### config.mk
export PLATFORM = sky130hd
export DESIGN_NAME = regw_commit
export DESIGN_NICKNAME = d
export VERILOG_FILES = /design/src/rtl/regw_pkg.sv /design/src/rtl/regw_fifo.sv /design/src/rtl/regw_commit.sv
export SDC_FILE = /design/constraint.sdc
export NUM_CORES = 1
export LEC_CHECK = 0
export ABC_CLOCK_PERIOD_IN_PS = 15250
export CAP_MARGIN = 20
export CORE_ASPECT_RATIO = 2
export CORE_MARGIN = 5
export CORE_UTILIZATION = 50
export DETAILED_ROUTE_END_ITERATION = 12
export PLACE_DENSITY = 0.8
export SLEW_MARGIN = 20
export SYNTH_ARGS = -nofsm -noshare
export SYNTH_HDL_FRONTEND = slang
export SYNTH_HIERARCHICAL = 1
export SYNTH_SLANG_ARGS = --single-unit
### constraint.sdc
create_clock -name clk -period 15.25 [get_ports clk]
set_input_delay 3.05 -clock clk [delete_from_list [all_inputs] [get_ports clk]]
set_output_delay 3.05 -clock clk [all_outputs]
set_load 0.01 [all_outputs]
### src/rtl/regw_pkg.sv
// Shared types and sizing helpers for the writeback/commit stage.
package regw_pkg;

  // Default number of buffered commit records.
  localparam int REGW_DEPTH = 4;

  typedef struct packed {
    logic [63:0] pre_pc;
    logic [31:0] instr;
    logic [63:0] pc;
  } commit_rec_t;

  // Pointer width for a power-of-two FIFO.
  function automatic int ptr_w(input int depth);
    return $clog2(depth);
  endfunction

endpackage

### src/rtl/regw_fifo.sv
// Circular FIFO of commit records. Pointers wrap modulo DEPTH (power of two).
// A write while full is accepted only if a read frees a slot in the same cycle.
module regw_fifo
  import regw_pkg::*;
#(
  parameter int DEPTH = REGW_DEPTH
) (
  input  logic                   clk,
  input  logic                   rst,
  input  logic                   push_i,
  input  logic                   pop_i,
  input  commit_rec_t            din_i,
  output commit_rec_t            dout_o,
  output logic                   full_o,
  output logic                   empty_o,
  output logic [ptr_w(DEPTH):0]  count_o
);
  localparam int PTR_W = ptr_w(DEPTH);

  commit_rec_t      mem_q [DEPTH];
  logic [PTR_W-1:0] head_q, tail_q;
  logic [PTR_W:0]   count_q, count_d;
  logic             wr, rd;

  assign empty_o = (count_q == '0);
  assign full_o  = (count_q == (PTR_W+1)'(DEPTH));
  assign wr      = push_i && (!full_o || pop_i);
  assign rd      = pop_i && !empty_o;
  assign dout_o  = mem_q[head_q];
  assign count_o = count_q;

  // Occupancy: simultaneous read and write leave it unchanged.
  always_comb begin
    count_d = count_q;
    case ({wr, rd})
      2'b10:   count_d = count_q + 1'b1;
      2'b01:   count_d = count_q - 1'b1;
      default: count_d = count_q;
    endcase
  end

  // Storage, pointers and count; reset zeroes storage so head data reads 0.
  always_ff @(posedge clk) begin
    if (!rst) begin
      for (int i = 0; i < DEPTH; i++) mem_q[i] <= '0;
      head_q  <= '0;
      tail_q  <= '0;
      count_q <= '0;
    end else begin
      if (wr) begin
        mem_q[tail_q] <= din_i;
        tail_q        <= tail_q + 1'b1;
      end
      if (rd) head_q <= head_q + 1'b1;
      count_q <= count_d;
    end
  end

endmodule

### src/rtl/regw_commit.sv
// Writeback/commit stage: buffers commit records for the trace consumer,
// counts retirements, requests a front-end stall near full and flags drops.
// Optional commit watchdog built when REGW_COMMIT_WATCHDOG_EN is defined.
module regw_commit
  import regw_pkg::*;
#(
  parameter int DEPTH   = REGW_DEPTH,
  parameter int TIMEOUT = 1024
) (
  input  logic        clk,
  input  logic        rst,
  input  logic        regM_i_commit,
  input  logic [63:0] regM_i_commit_pre_pc,
  input  logic [31:0] regM_i_commit_instr,
  input  logic [63:0] regM_i_commit_pc,
  output logic        regW_o_commit,
  output logic [63:0] regW_o_commit_pre_pc,
  output logic [31:0] regW_o_commit_instr,
  output logic [63:0] regW_o_commit_pc,
  input  logic        regW_i_commit_ready,
  output logic        regW_o_stall,
  output logic [63:0] regW_o_retire_cnt,
  output logic        regW_o_overflow,
  output logic        regW_o_timeout
);
  localparam int PTR_W = ptr_w(DEPTH);

  // Elaboration-time guard on configuration.
  if (DEPTH < 2 || (DEPTH & (DEPTH - 1)) != 0 || TIMEOUT < 2) begin : g_bad_cfg
    $error("regw_commit: DEPTH must be a power of two >= 2, TIMEOUT >= 2");
  end

  commit_rec_t    din, dout;
  logic           full, empty, push, pop;
  logic [PTR_W:0] count;
  logic [63:0]    retire_q;
  logic           ovf_q;

  assign din  = '{pre_pc: regM_i_commit_pre_pc, instr: regM_i_commit_instr,
                  pc: regM_i_commit_pc};
  assign pop  = !empty && regW_i_commit_ready;
  assign push = regM_i_commit && (!full || pop);

  regw_fifo #(.DEPTH(DEPTH)) u_fifo (
    .clk     (clk),
    .rst     (rst),
    .push_i  (regM_i_commit),
    .pop_i   (pop),
    .din_i   (din),
    .dout_o  (dout),
    .full_o  (full),
    .empty_o (empty),
    .count_o (count)
  );

  assign regW_o_commit        = !empty;
  assign regW_o_commit_pre_pc = dout.pre_pc;
  assign regW_o_commit_instr  = dout.instr;
  assign regW_o_commit_pc     = dout.pc;
  // One slot of slack for records already in flight.
  assign regW_o_stall         = (count >= (PTR_W+1)'(DEPTH - 1));
  assign regW_o_retire_cnt    = retire_q;
  assign regW_o_overflow      = ovf_q;

  // Retire counter and sticky drop flag.
  always_ff @(posedge clk) begin
    if (!rst) begin
      retire_q <= '0;
      ovf_q    <= 1'b0;
    end else begin
      if (pop) retire_q <= retire_q + 64'd1;
      if (regM_i_commit && full && !pop) ovf_q <= 1'b1;
    end
  end

`ifdef REGW_COMMIT_WATCHDOG_EN
  localparam int WD_W = $clog2(TIMEOUT);
  localparam logic [WD_W-1:0] WD_MAX = WD_W'(TIMEOUT - 1);

  logic            wd_arm_q, wd_to_q;
  logic [WD_W-1:0] wd_cnt_q;

  // Watchdog: armed by first push, cleared by every push, counts idle-empty cycles.
  always_ff @(posedge clk) begin
    if (!rst) begin
      wd_arm_q <= 1'b0;
      wd_cnt_q <= '0;
      wd_to_q  <= 1'b0;
    end else begin
      if (push) begin
        wd_arm_q <= 1'b1;
        wd_cnt_q <= '0;
      end else if (wd_arm_q && empty && wd_cnt_q != WD_MAX) begin
        wd_cnt_q <= wd_cnt_q + 1'b1;
      end
      if (wd_arm_q && wd_cnt_q == WD_MAX) wd_to_q <= 1'b1;
    end
  end

  assign regW_o_timeout = wd_to_q;
`else
  assign regW_o_timeout = 1'b0;
`endif

endmodule

==> results.toml <==
[run_status]
outcome = "completed"

[synthesis]
synth_edf_count = 640
ys.flop_type = "edfxtp_1"
synthCells = 1984
yosysWarnings = 6
syn_nets = 2151
yosys_register_bits = 714
ys_seq_area_share_pct = 66.7
syn-cell-area_sq_um = 31000
ys_types = 56
synth_area_per_cell_sq_um = 15.6
async_flop_share_pct = 0

[cells_and_area]
final_cells = 3189
nets = 2510
area_delta_synth_final_pct = 21.7
finish.utilization_pct = 61.2
layout-drive-gt1-share_pct = 12.8

[clock_network]
cts_buffer_depth = 3
cts_root_buf = "clkbuf_16"
hold_buffers = 0
clk_latency_ns = 0.64
cts_setup_buffers = 0
cts_resized = 0
htree_levels = 2
numCtsBuffers = 61
clk_pin_slew_worst_paths_ns = 0.07
numClockSinks = 714
cts_tree = "yes"

[global_routing]
grt_max_degree = 143
antenna_found_initial = 13
grt.overflow.total = 0
grt_pass1_vias = 19300
grt_usage_pct = 22.5
grt_pass1_wl_mm = 116

[pwr]
seqPwrFrac_pct = 49.4
comb_power_share_pct = 16.8
clock_power_share_pct = 33.8
internal_power_mw = 3.59
power.leakage_nw = 13.1
p_switching_mw = 1.14
power_density_nw_per_um2 = 125
power_mw = 4.73
ir_worst_vdd_mv = 0.108
switching_share_pct = 24.2

[job]
cap_viol_max_count = 0

[timing]
finalHoldViolCount = 0
period_share_pct = 45.1
setup-violations-final = 0
clock.fmax_mhz = 145
period_needed_ns = 6.88
rsz0062_at_grt = "false"
hold_ws_ns = 0.490
setup_ws_ns = 8.37
skew_ns = 0.0233
slew_violations = 0
max_slew_margin_pct = 27.5
tightestPinTransition_ns = 1.09

[worst_setup_path]
critPathLaunch = "regW_i_commit_ready"
path_class = "in -> reg"
critPathLaunchType = "input port"
required_ns = 15.50
worstReg2RegStart = "u_fifo/count_o[0]$_SDFFE_PN0P_"
setup.worst_path.end_class = "register"
crit_arrival_ns = 7.14
path_max_fanout = 57

[route]
drt_iter0_markers = 1183
vias_per_cell = 5.71
final_antenna_net_count = 0
avgRoutedWirePerCell_um = 24.5
vias = 18200
first_pass_iters = 5
drc = 0
totalWireLength_mm = 78.0

[placed_design]
gp_congestion = 0.863
place_ws_ns = 7.36
hpwl_mm = 48.9
dp_cells = 3062
io_buffers = 390

[floorplan]
start_util_pct = 50.3
rows = 129
die_area_sq_um = 67500
io_pins = 392
core_sq_um = 61700
die_w_um = 186
die_h_um = 362

[hold_path]
min_path_type = "reg -> reg"
hp-start = "regW_o_retire_cnt[63]$_SDFFE_PN0P_"
-- power by group through the flow --
stage                     logic [mW]  clock network (mW)  registers, mW
after floorplan                0.431                   0           2.40
final                          0.795                1.60           2.34
after global routing           0.846                1.71           2.35
after detailed placement       0.782                   0           2.39
after CTS                      0.785                1.63           2.35
after global placement         0.771                   0           2.38
-- per-layer routing --
layer / vias to the layer above / routed length [um] / global-route usage (%)
li1: 8057 / - / -
met1: 9309 / 28000 / 27.1
met2: 719 / 41100 / 39.3
met3: 128 / 6410 / 5.71
met4: 10 / 2410 / 7.59
met5: - / 80 / 0
-- registers in the layout, summed over array words and instances, names as in the netlist, named ones only --
register / count
u_fifo/tail_q: 2
regW_o_overflow: 1
u_fifo/head_q: 2
u_fifo/mem_q: 640
regW_o_retire_cnt: 64
u_fifo/count_o: 3
-- synth_stat cells, drive strengths merged, types with 3 or more instances --
cell type | number | area share [%]
or4 | 14 | 0.35
edfxtp | 640 | 62
nor4 | 14 | 0.30
dfxtp | 74 | 4.8
or2 | 3 | 0.060
nand3 | 19 | 0.31
clkbuf | 74 | 0.89
a21oi | 27 | 0.44
or3 | 23 | 0.47
o31ai | 7 | 0.17
nor3 | 14 | 0.28
xor2 | 10 | 0.28
mux2i | 3 | 0.097
or4b | 3 | 0.11
mux4 | 160 | 12
xnor2 | 26 | 0.73
o21ai | 29 | 0.47
nand4 | 23 | 0.48
nand2 | 35 | 0.42
and3 | 10 | 0.22
nand2b | 6 | 0.15
inv | 15 | 0.18
nor2 | 38 | 0.46
buf | 49 | 1.0
and2 | 643 | 13
and4 | 5 | 0.15
-- logic make-up after synthesis --
logic type / count (synthesis) / synth area share (%)
mux: 163 / 11.7
simple gates: 861 / 17.1
flops: 714 / 66.7
compound gates: 68 / 1.19
fa+ha+maj: 3 / 0.145
xor+xnor: 36 / 1.02
buf+inv: 138 / 2.11
other cells: 1 / 0.0121
-- per-stage QoR --
stage                     instance area, sq um  TNS, ns
final                                    37800        0
after floorplan                          31000  -162.28
after detailed placement                 35600        0
after global routing                     37800        0
after global placement                   35600        0
after CTS                                37600        0
-- worst paths after layout --
check	end	slack (ns)	depth (start not counted)
worst max-delay path	u_fifo/mem_q[2][149]$_SDFFCE_PN0P_	8.37	10
worst max register to register	u_fifo/mem_q[2][149]$_SDFFCE_PN0P_	10.45	11
worst min-delay path	regW_o_retire_cnt[63]$_SDFFE_PN0P_	0.49	2
worst min register to register	regW_o_retire_cnt[63]$_SDFFE_PN0P_	0.49	2
-- layout by cell type, fill, tap and decap left out, drive strengths merged, types with 5 or more instances in the layout --
cell type,n
nand4,23
dfxtp,74
nand2,35
nor4,14
or3,23
inv,19
nor2,38
buf,29
nand3,19
o21ai,29
and3,10
edfxtp,640
bufinv,8
clkdlybuf4s50,390
xor2,10
o31ai,7
and2,643
diode,8
nand2b,6
mux4,160
or4,14
nor3,14
clkinv,25
clkbuf,75
and4,5
xnor2,26
a21oi,27
-- worst max-delay path, stage by stage --
cell             delay [ns]
clkdlybuf4s50_1        0.52
nand2b_4               0.10
inv_1                  0.27
or4b_4                 0.22
nand2_1                0.20
o21ai_4                0.52
buf_16                 0.24
buf_4                  0.56
buf_4                  0.59
buf_4                  0.76
-- final cells by class --
type | count | area, sq um
Inverter | 15 | 56.3
Tap cell | 786 | 983
Antenna cell | 8 | 20.0
Fill cell | 4379 | 23900
Multi-Input combinational cell | 1132 | 9730
Timing Repair Buffer | 419 | 4220
Clock buffer | 75 | 1590
Clock inverter | 40 | 454
Sequential cell | 714 | 20700
Note: power is estimated with default switching activity, not from simulation.
